File: config.mk
export PLATFORM = sky130hd
export DESIGN_NAME = seg7_scan_mux_flat
export DESIGN_NICKNAME = d
export VERILOG_FILES = /design/src/rtl/seg7_scan_mux_if.sv /design/src/rtl/seg7_scan_mux.sv /design/src/flat_wrapper.sv
export SDC_FILE = /design/constraint.sdc
export NUM_CORES = 1
export LEC_CHECK = 0
export CAP_MARGIN = 20
export CORE_MARGIN = 3
export CORE_UTILIZATION = 45
export CTS_CLUSTER_SIZE = 12
export DETAILED_ROUTE_END_ITERATION = 6
export DONT_BUFFER_PORTS = 1
export HOLD_SLACK_MARGIN = 0.03
export SLEW_MARGIN = 20
export SYNTH_ARGS = -nofsm -noshare
export SYNTH_HDL_FRONTEND = slang
export SYNTH_SLANG_ARGS = --single-unit
File: constraint.sdc
create_clock -name clk -period 9.3 [get_ports clk]
set_clock_uncertainty 0.2 [all_clocks]
set_input_delay 2.79 -clock clk [delete_from_list [all_inputs] [get_ports clk]]
set_output_delay 2.79 -clock clk [all_outputs]
set_load 0.01 [all_outputs]
File: src/rtl/seg7_scan_mux_if.sv
// rtl/seg7_scan_mux_if.sv - value load and display pin bundle for seg7_scan_mux
interface seg7_scan_mux_if #(
    parameter int DIGITS = 4
);
    logic                  load;
    logic [4*DIGITS-1:0]   value_in;
    logic [DIGITS-1:0]     dp_in;
    logic [7:0]            seg;
    logic [DIGITS-1:0]     an;
    logic                  update_pending;
    logic                  frame_done;

    // master: measurement datapath side; slave: the display driver
    modport master (
        output load, value_in, dp_in,
        input  seg, an, update_pending, frame_done
    );

    modport slave (
        input  load, value_in, dp_in,
        output seg, an, update_pending, frame_done
    );
endinterface

File: src/rtl/seg7_scan_mux.sv
// rtl/seg7_scan_mux.sv - multiplexed 7-segment scanner with frame-synchronous value commit
module seg7_scan_mux #(
    parameter int DIGITS   = 4,
    parameter int CLK_DIV  = 100000,
    parameter int HEX_MODE = 0,
    parameter int LZ_BLANK = 1
) (
    input  logic            clk,
    input  logic            reset,
    seg7_scan_mux_if.slave  bus
);
    localparam int DIV_W = (CLK_DIV > 1) ? $clog2(CLK_DIV) : 1;
    localparam int IDX_W = (DIGITS > 1) ? $clog2(DIGITS) : 1;
    localparam int VAL_W = 4 * DIGITS;
    localparam logic [DIV_W-1:0] DIV_LAST = DIV_W'(CLK_DIV - 1);
    localparam logic [IDX_W-1:0] IDX_LAST = IDX_W'(DIGITS - 1);

    logic [DIV_W-1:0]  div_q, div_d;
    logic [IDX_W-1:0]  idx_q, idx_d;
    logic [VAL_W-1:0]  disp_val_q, disp_val_d;
    logic [DIGITS-1:0] disp_dp_q, disp_dp_d;
    logic [VAL_W-1:0]  shadow_val_q, shadow_val_d;
    logic [DIGITS-1:0] shadow_dp_q, shadow_dp_d;
    logic              pending_q, pending_d;
    logic              frame_done_q, frame_done_d;
    logic [7:0]        seg_q, seg_d;
    logic [DIGITS-1:0] an_q, an_d;

    logic              tick;
    logic              boundary;
    logic [DIGITS-1:0] blank;
    logic              run;
    logic [3:0]        nib_sel;
    logic              dp_sel;
    logic              blank_sel;
    logic [DIGITS-1:0] an_sel;

    function automatic logic [7:0] glyph(input logic [3:0] nib);
        logic [7:0] g;
        case (nib)
            4'h0:    g = 8'b0000_0011;
            4'h1:    g = 8'b1001_1111;
            4'h2:    g = 8'b0010_0101;
            4'h3:    g = 8'b0000_1101;
            4'h4:    g = 8'b1001_1001;
            4'h5:    g = 8'b0100_1001;
            4'h6:    g = 8'b0100_0001;
            4'h7:    g = 8'b0001_1111;
            4'h8:    g = 8'b0000_0001;
            4'h9:    g = 8'b0000_1001;
            4'hA:    g = (HEX_MODE != 0) ? 8'b0001_0001 : 8'hFF;
            4'hB:    g = (HEX_MODE != 0) ? 8'b1100_0001 : 8'hFF;
            4'hC:    g = (HEX_MODE != 0) ? 8'b0110_0011 : 8'hFF;
            4'hD:    g = (HEX_MODE != 0) ? 8'b1000_0101 : 8'hFF;
            4'hE:    g = (HEX_MODE != 0) ? 8'b0110_0001 : 8'hFF;
            default: g = (HEX_MODE != 0) ? 8'b0111_0001 : 8'hFF;
        endcase
        return g;
    endfunction

    assign tick     = (div_q == DIV_LAST);
    assign boundary = tick && (idx_q == IDX_LAST);

    // State register: divider, scan index, buffers and registered pins
    always_ff @(posedge clk) begin
        if (reset) begin
            div_q        <= '0;
            idx_q        <= IDX_LAST;
            disp_val_q   <= '0;
            disp_dp_q    <= '0;
            shadow_val_q <= '0;
            shadow_dp_q  <= '0;
            pending_q    <= 1'b0;
            frame_done_q <= 1'b0;
            seg_q        <= 8'hFF;
            an_q         <= '1;
        end else begin
            div_q        <= div_d;
            idx_q        <= idx_d;
            disp_val_q   <= disp_val_d;
            disp_dp_q    <= disp_dp_d;
            shadow_val_q <= shadow_val_d;
            shadow_dp_q  <= shadow_dp_d;
            pending_q    <= pending_d;
            frame_done_q <= frame_done_d;
            seg_q        <= seg_d;
            an_q         <= an_d;
        end
    end

    // Next state: scan position and double-buffered value
    always_comb begin
        div_d        = tick ? '0 : div_q + 1'b1;
        idx_d        = idx_q;
        disp_val_d   = disp_val_q;
        disp_dp_d    = disp_dp_q;
        shadow_val_d = shadow_val_q;
        shadow_dp_d  = shadow_dp_q;
        pending_d    = pending_q;
        frame_done_d = boundary;
        if (tick) begin
            idx_d = (idx_q == IDX_LAST) ? '0 : idx_q + 1'b1;
        end
        if (boundary) begin
            // a load coinciding with the boundary bypasses the shadow
            pending_d = 1'b0;
            if (bus.load) begin
                disp_val_d = bus.value_in;
                disp_dp_d  = bus.dp_in;
            end else if (pending_q) begin
                disp_val_d = shadow_val_q;
                disp_dp_d  = shadow_dp_q;
            end
        end else if (bus.load) begin
            shadow_val_d = bus.value_in;
            shadow_dp_d  = bus.dp_in;
            pending_d    = 1'b1;
        end
    end

    // Output: the digit being entered is rendered from the post-edge value
    always_comb begin
        blank = '0;
        run   = 1'b1;
        for (int j = DIGITS - 1; j >= 0; j--) begin
            run      = run & (disp_val_d[4*j +: 4] == 4'h0) & ~disp_dp_d[j];
            blank[j] = (LZ_BLANK != 0) && (j != 0) && run;
        end

        nib_sel   = disp_val_d[3:0];
        dp_sel    = disp_dp_d[0];
        blank_sel = 1'b0;
        an_sel    = '1;
        for (int i = 0; i < DIGITS; i++) begin
            if (idx_d == IDX_W'(i)) begin
                nib_sel   = disp_val_d[4*i +: 4];
                dp_sel    = disp_dp_d[i];
                blank_sel = blank[i];
                an_sel[i] = 1'b0;
            end
        end

        seg_d = seg_q;
        an_d  = an_q;
        if (tick) begin
            if (blank_sel) begin
                seg_d = 8'hFF;
                an_d  = '1;
            end else begin
                seg_d = glyph(nib_sel) & {7'h7F, ~dp_sel};
                an_d  = an_sel;
            end
        end
    end

    assign bus.seg            = seg_q;
    assign bus.an             = an_q;
    assign bus.update_pending = pending_q;
    assign bus.frame_done     = frame_done_q;
endmodule

File: src/flat_wrapper.sv
// flat-port wrapper written by rule: the top's interface ports become plain ports
module seg7_scan_mux_flat 
#(
    parameter int DIGITS   = 4,
    parameter int CLK_DIV  = 100000,
    parameter int HEX_MODE = 0,
    parameter int LZ_BLANK = 1
)
  (clk, reset, bus_load, bus_value_in, bus_dp_in, bus_seg, bus_an, bus_update_pending, bus_frame_done);
  seg7_scan_mux_if #(.DIGITS(DIGITS)) bus_i ();
  input  logic clk;
  input  logic reset;
  input wire logic [$bits(bus_i.load)-1:0] bus_load;
  input wire logic [$bits(bus_i.value_in)-1:0] bus_value_in;
  input wire logic [$bits(bus_i.dp_in)-1:0] bus_dp_in;
  output wire logic [$bits(bus_i.seg)-1:0] bus_seg;
  output wire logic [$bits(bus_i.an)-1:0] bus_an;
  output wire logic [$bits(bus_i.update_pending)-1:0] bus_update_pending;
  output wire logic [$bits(bus_i.frame_done)-1:0] bus_frame_done;
  assign bus_i.load = bus_load;
  assign bus_i.value_in = bus_value_in;
  assign bus_i.dp_in = bus_dp_in;
  assign bus_seg = bus_i.seg;
  assign bus_an = bus_i.an;
  assign bus_update_pending = bus_i.update_pending;
  assign bus_frame_done = bus_i.frame_done;
  seg7_scan_mux #(.DIGITS(DIGITS), .CLK_DIV(CLK_DIV), .HEX_MODE(HEX_MODE), .LZ_BLANK(LZ_BLANK)) u_core (.clk(clk), .reset(reset), .bus(bus_i));
endmodule
# Word-level counts from Yosys, hierarchy flattened
# Memories as Yosys holds them, arrays and structs flattened.
# Cells that the tools add are included.
# word_totals
input_bits	23
mem_bits_rw	0
mem_count	1
latch_bits	0
register_bits	73
romBits	112
# classes
reduce_logical	8
n_lt_le_gt_ge	0
n_mux	25
n_shift	0
n_eq_ne	5
multipliers	0
bitwise_logic	11
div_mod_pow	0
add_sub_neg	2
# memory_table
memory	words	width	read_ports	rd_ports_with_merged_regs	wr	line_no	text
(name not given)	16	7	1	0	0	seg7_scan_mux.sv:40	case (nib)
# ops
op	count
two-way mux 16 bit	3
two-way mux 4 bit	7
two-way mux 8 bit	3
adder 17 x 1 -> 17 bit, second input constant	1
equality test 17 bit, second input constant	1
zero test 4 bit	3
two-way mux 1 bit	10
AND 8 bit	1
equality test 2 bit, second input constant	3
AND 1 bit	5
NOT 1 bit	5
two-way mux 2 bit	2
OR reduction 2 bit	2
adder 2 x 1 -> 2 bit, second input constant	1
equality test 2 x 1 -> 1 bit, second input constant	1
zero test 2 bit	1
AND reduction 2 bit	1
logical AND 1 bit	1

# Depth between registers and ports, before layout
# depth
ltp_word	16
mapped_depth	16
ltp_nobuf	14

# Worst setup path before layout
# Ideal clock, no wire load.
# synth_timing
kind	in2reg
startpoint	input bus_load
endpoint	register u_core.seg_q[1], in the netlist u_core.bus.seg[1]
arrival_time_ps	4790
slack_ps	4244
required_ps	9034
stages	13
cell_sequence	buf_2 -> nand4_1 -> buf_4 -> buf_6 -> o22ai_1 -> nor2_1 -> a2bb2oi_1 -> o211a_2 -> ha_1 -> inv_1 -> mux2_1 -> mux2_2 -> a21oi_2
# synth_between
elab_chain_len	12
word_cells_on_any_way	26
# synth_rtl
item	line_no	text
start: declaration	flat_wrapper.sv:13	input wire logic [$bits(bus_i.load)-1:0] bus_load;
branches (longest 11 deep; another with memory read (16 x 7 bit))	n/a	
two-way mux 8 bit (*)	seg7_scan_mux.sv:146	if (blank_sel) begin
end signal: assignment	seg7_scan_mux.sv:86	seg_q <= seg_d;
end: declaration	seg7_scan_mux.sv:26	logic [7:0] seg_q, seg_d;
# Mark *: on every way between the ends. The select of a mux whose other input is x is not followed.
# A chain may end at the register's enable or synchronous reset.

# Worst setup path in the final report
# layout_timing
startpoint	input bus_load
endpoint	register u_core.seg_q[2], in the netlist u_core.bus.seg[2]
# Same word-level chain as after synthesis.

==> run metrics <==
status finished, final reports clean; Critical Path AT ~5.3 ns; final RePlAce weighted congestion ~0.8; FILL cells roughly 730; leakage roughly 0.0014 uW; worst slack, placed between 3 and 4 ns; Die ar. 0.00911 sq mm; Die X 95.4 microns; Max Cap Violations 0; post_cts resized 0; worst reg2reg path startpoint u_core.div_q[8]; largest net degree at the start of global routing 52; PD cells between 150 and 200 mW/mm^2; min Tclk post-route 5.26 ns; Post-synth EDFFs 0; CP startpoint kind input pin; Syn Std Cell Area 0.00360 sq mm; CP required 9.33 ns; CTS Buf Count 9; vias in the first global route roughly 2.8k; first-pass GRT wire length 14000 microns; TritonCTS Sinks 73; largest area contributor in the netlist dfxtp_1; Hold Crit Class flop to flop; Max FO, Critical Path 20; Clk Latency, worst-skew pair between 0.3 and 0.4 ns; Hold Crit Start u_core.shadow_dp_q[0]; row cnt 31; fin nets around 460; WHS Endpoint u_core.shadow_dp_q[0]; Inserted Diodes 0; via count 2980; Antenna Nets Post-Route 0; FF-to-FF setup slack 5.17 ns; Final setup viols 0; Fmax achieved around 190 MHz; main flop type after synthesis dfxtp_1; Async SR Flop Fraction 0%; R2R Path End u_core.bus.seg[1]; first-pass detailed-route iteration total 4; root buf cell clkbuf_8; Synth cell types 55; Area growth syn-to-layout 5.70%; Tot GR Track Use 19.7%; CTS hold repair buffers 0; CTS Buffer Depth 2; Seq cells post-synth 73; path type of the worst setup path input pin to flop; die span in y roughly 95 microns; Syn Nets between 400 and 500; Worst Setup End Kind flop; WL/cell 15.7 microns; Post-DP HPWL between 5000 and 6000 microns; Synth Instances roughly 440; worst vdd ir ~0.00008 V; Final WS setup between 4 and 5 ns; relative slew slack 34.0%; H-Tree Depth 3; R2R depth 13; ratio of cells with drive above 1 in the final layout 9.72%; Clock Pin Slew Worst Setup and Hold Paths 0.07 ns; Remaining DRCs 0; top cells by area, synth dfxtp_1 41%, nor2_1 7.2%, nand2_1 5.3%; CTS tree built; sequential area share after synthesis around two fifths; Fin Setup TNS 0 ns; Tcrit/Tclk final between 50 and 60%; average size of a mapped cell ~8 sq um; Vias per Instance around 5.6; Congestion Overflow GR 0; Ys Warns 0; Routed Wire Length between 8000 and 9000 microns; WHS Path Cells 2; initial antenna violation count 0; final core utilization 50.8%; # IOs 37; slew at the pin closest to its max-slew limit 0.988 ns; setup bufs post-CTS 0; Max Slew Vio Count 0; top-area cell type share of the netlist area between 40% and 50%; count of final hold-check violations 0; RSZ-0062 raised after global routing no; Initial DRC Count between 150 and 200; port bufs 0; core box area about 0.0075 sq mm; Initial Util ~48%
## area by class of cell
cell class	instances	area [sq um]	share of cell area, %
clock buffers	9	124	3.26
repair buffers	4	30.0	0.789
inverters	10	37.5	0.987
clock inverters	7	70.1	1.84
multi-input cells	329	1960	51.4
well taps	99	124	3.26
flip-flops and latches	73	1460	38.4
## flip-flops by register name, summed over array words and instances (netlist names)
register	count
u_core.bus.seg	8
u_core.bus.frame_done	1
u_core.disp_dp_q	4
u_core.bus.update_pending	1
u_core.shadow_val_q	16
u_core.div_q	17
u_core.shadow_dp_q	4
u_core.bus.an	4
u_core.disp_val_q	16
u_core.idx_q	2
## worst max-delay path by stage
| stage | start | slack (ns) | to |
|---|---|---|---|
| 2_1_floorplan | bus_load | 4.24 | u_core.bus.seg[1] |
| 3_3_place_gp | bus_load | 3.78 | u_core.bus.seg[2] |
| 3_5_place_dp | bus_load | 3.67 | u_core.bus.seg[2] |
| 4_1_cts | bus_load | 4.04 | u_core.bus.seg[2] |
| 5_1_grt | bus_load | 3.77 | u_core.bus.seg[2] |
| 6_report | bus_load | 4.04 | u_core.bus.seg[2] |
## metal layers
metal / up-vias / track usage, % / routed length (microns)
met3: 15 / 4.26 / 476
met5: - / 0 / 0
li1: 1510 / - / -
met1: 1394 / 27.1 / 3900
met2: 61 / 29.7 / 3770
met4: 0 / 8.41 / 166
## cells by family after synthesis
| group | after synthesis | share of synthesized area (%) |
|---|---|---|
| AO/OA/AOI/OAI | 105 | 19.2 |
| XOR/XNOR | 12 | 2.92 |
| adder cells (fa/ha/maj) | 8 | 2.78 |
| buffers and inverters | 39 | 5.04 |
| flip-flops | 73 | 40.6 |
| multiplexers | 12 | 3.93 |
| AND/OR/NAND/NOR | 192 | 25.5 |
## through the flow
stage          hold slack [ns]  area [sq um]  total power [uW]  std cells
3_5_place_dp             0.239          3610               358        515
3_3_place_gp             0.231          3610               357        515
2_1_floorplan            0.218          3600               356        441
5_1_grt                  0.273          3800               626        531
4_1_cts                  0.251          3800               605        531
6_report                 0.246          3800               596        531
## Yosys cell counts, types with 2 or more instances
cell and count:
dfxtp_1 73, nor3b_1 2, o21a_1 4, xnor2_1 4, nor2_1 69, clkbuf_1 19
mux2i_1 6, nor2b_1 6, nor3_1 16, o22ai_2 2, inv_1 10, and3_1 3
a31oi_1 11, buf_4 2, a21oi_2 2, ha_1 8, a21oi_1 34, nand3_1 12
buf_2 4, o22a_1 9, or3_1 3, o22ai_1 19, or2_2 4, and2_1 3
xor2_1 8, o21ai_0 10, nand4_1 4, buf_6 3, mux2_2 3, and3b_1 5
nand3b_1 3, nand2_1 51, nand2b_1 4, a21o_1 4
## critical path, stage by stage
cell and delay, ns:
nand4_1 0.74, o22ai_1 0.51, nor2_1 0.09, mux2i_1 0.17
a21o_1 0.26, inv_1 0.09, ha_1 0.20, inv_1 0.07
mux2i_1 0.06, and2_1 0.16, o22a_1 0.15
## power breakdown
| group | internal (uW) | switching [uW] | total, uW | leakage [uW] |
|---|---|---|---|---|
| logic | 11.3 | 17.4 | 28.7 | 0.000681 |
| registers | 318 | 3.46 | 322 | 0.000593 |
| clock network | 124 | 122 | 246 | 0.0000994 |
| total | 454 | 143 | 596 | 0.00137 |
## placed cells by master, fill, tap and decap left out, types with 4 or more instances in the layout
cell / n
a21o_1: 4
a21oi_1: 34
a31oi_1: 11
and3b_1: 5
buf_4: 4
clkbuf_8: 9
dfxtp_1: 73
ha_1: 8
inv_1: 10
mux2i_1: 6
nand2_1: 51
nand2b_1: 4
nand3_1: 12
nand4_1: 4
nor2_1: 69
nor2b_1: 6
nor3_1: 16
o21a_1: 4
o21ai_0: 10
o22a_1: 9
o22ai_1: 19
or2_2: 4
xnor2_1: 4
xor2_1: 8
No activity file was read; power rests on OpenSTA's default activity.
==> RTL change: new RTL, same settings <==
Take the reset off `disp_val_q` and `shadow_val_q` and load them in a clocked block of their own.
--- a/src/rtl/seg7_scan_mux.sv
+++ b/src/rtl/seg7_scan_mux.sv
@@ -67,7 +67,5 @@
             div_q        <= '0;
             idx_q        <= IDX_LAST;
-            disp_val_q   <= '0;
             disp_dp_q    <= '0;
-            shadow_val_q <= '0;
             shadow_dp_q  <= '0;
             pending_q    <= 1'b0;
@@ -78,7 +76,5 @@
             div_q        <= div_d;
             idx_q        <= idx_d;
-            disp_val_q   <= disp_val_d;
             disp_dp_q    <= disp_dp_d;
-            shadow_val_q <= shadow_val_d;
             shadow_dp_q  <= shadow_dp_d;
             pending_q    <= pending_d;
@@ -87,4 +83,9 @@
             an_q         <= an_d;
         end
+    end
+
+    always_ff @(posedge clk) begin
+        disp_val_q   <= disp_val_d;
+        shadow_val_q <= shadow_val_d;
     end
 
Formal check against the unedited RTL: no difference found for any inputs over 10 cycles, from zero or initial values and one cycle with reset high; that may be too few to reach the edited logic, so the function may still have changed.
==> RTL change against the unedited design <==
Worst hold slack improved by 0.0034 ns. Wire length fell by 3.7%. Total power rose by 0.90%. Setup slack got worse by 0.23 ns. Register-to-register slack improved by 0.23 ns. Synthesized area fell by 2.7%. Sequential cell count did not move. Count of clock-buffer cells in the layout rose by 5. Design area fell by 0.99%.
==> RTL change: results (changes against the unedited design) <==
Route:
- The total detailed-routing wirelength was 8.010 mm (-3.7%).
- The detailed-route vias per instance is 5.742 (+2.3%).
- The number of design-rule violations left by the first detailed-router iteration is 168 (-5.1%).

Logic synthesis:
- After synthesis, the cell types taking the most area are sky130_fd_sc_hd__dfxtp_1, sky130_fd_sc_hd__edfxtp_1, sky130_fd_sc_hd__nor2_1.
- The synthesized area per cell is 9.386 um^2 (+15%).
- The net count after synthesis came to 404 (-14%).
- The commonest cells after synthesis are sky130_fd_sc_hd__dfxtp_1, sky130_fd_sc_hd__nor2_1, sky130_fd_sc_hd__nand2_1.
- The number of flops mapped to enable cells by yosys is 16 (+16).
- The count of different cell masters after synthesis is 59 (+7.3%).
- The sequential share of the synthesized area came to 46.32% (+5.7 points).

Worst hold path:
- The kind of path behind the tightest hold check is register to register.

Place:
- The global placement routability congestion is 0.7873 (-1.2%).
- The half-perimeter wire length of the detailed placement result came to 5.703 mm (+0.33%).
- The placed instance area is 3572 um^2 (-1.0%).
- The setup slack after placement is 3.531 ns (-0.1353 ns).
- The instance count after placement with tap cells included came to 457 (-11%).

Global routing:
- The first-pass GRT wire length came to 13.29 mm (-5.1%).
- The via count of the first global-routing pass was 2659 (-6.5%).
- The global-route total usage across every layer is 19.39% (-0.29 points).
- The largest net degree at the start of global routing came to 26 (-50%).

Final layout:
- The post-route non-filler standard cell count is 473 (-11%).
- The share of final-layout standard cells stronger than drive strength 1 came to 9.893% (+0.17 points).
- The final-stage net count is 400 (-13%).

Critical path:
- The largest stage delay on the critical path is 0.84 ns (+0.10 ns).
- The maximum fanout along the worst path is 14 (-30%).
- The launching element of the worst setup path is bus_load.
- The worst register-to-register path begins at u_core.div_q[0].
- The highest-delay cell along the critical path is sky130_fd_sc_hd__nor3_2.
- The data arrival time of the critical path was 5.56 ns (+0.27 ns).
- The cell family contributing the most delay on the critical path is compound AO/OA/AOI/OAI gates.

Power and ir drop:
- The total leakage power is 1.379 nW (+0.41%).
- The worst voltage drop across the vdd grid is 86.31 uV (+9.8%).

Timing:
- The worst hold margin came to 0.2490 ns (+0.003395 ns).
- The transition time at the pin with the least slew margin came to 0.9725 ns (-0.01523 ns).

Clock tree:
- The post-CTS setup-driven buffer insertion count is 0 (unchanged).

Status:
- The run finished with clean final reports.
## RTL change: metal layers
| metal | GRT usage [%] | part of all wire (%) | vias to the layer above |
|---|---|---|---|
| li1 | - | - | 1355 |
| met3 | 6.170 | 5.7 | 12 |
| met1 | 26.87 | 47 | 1282 |
| met4 | 7.220 | 1.8 | 0 |
| met2 | 28.07 | 45 | 67 |
| met5 | 0 | 0 | - |
## RTL change: layout make-up
| class | count | area (um^2) |
|---|---|---|
| multi-input combinational | 270 | 1759 |
| inverter | 12 | 45.04 |
| clock inverter | 2 | 10.01 |
| sequential | 73 | 1622 |
| timing repair buffer | 3 | 22.52 |
| tap | 99 | 123.9 |
| clock buffer | 14 | 183.9 |
| fill | 703 | 3642 |
## RTL change: logic make-up after synthesis
family | after synthesis | share of synthesized area (%)
adder cells (fa/ha/maj) | 8 | 2.859
flip-flops | 73 | 46.32
multiplexers | 6 | 1.787
AO/OA/AOI/OAI | 100 | 21.12
buffers and inverters | 30 | 3.431
AND/OR/NAND/NOR | 140 | 20.48
XOR/XNOR | 16 | 4.003
## RTL change: path summary, 6_finish.rpt
path | end | cells after the start | slack [ns]
max | u_core.bus.seg[4] | 11 | 3.82
min | u_core.div_q[0] | 1 | 0.25
max reg2reg | u_core.bus.seg[4] | 13 | 5.40
min reg2reg | u_core.div_q[0] | 1 | 0.25
## RTL change: where the power goes
part           internal, mW  switching, mW  total (mW)
clock network         0.127          0.113       0.240
registers             0.331        0.00485       0.336
logic               0.00912         0.0169      0.0260
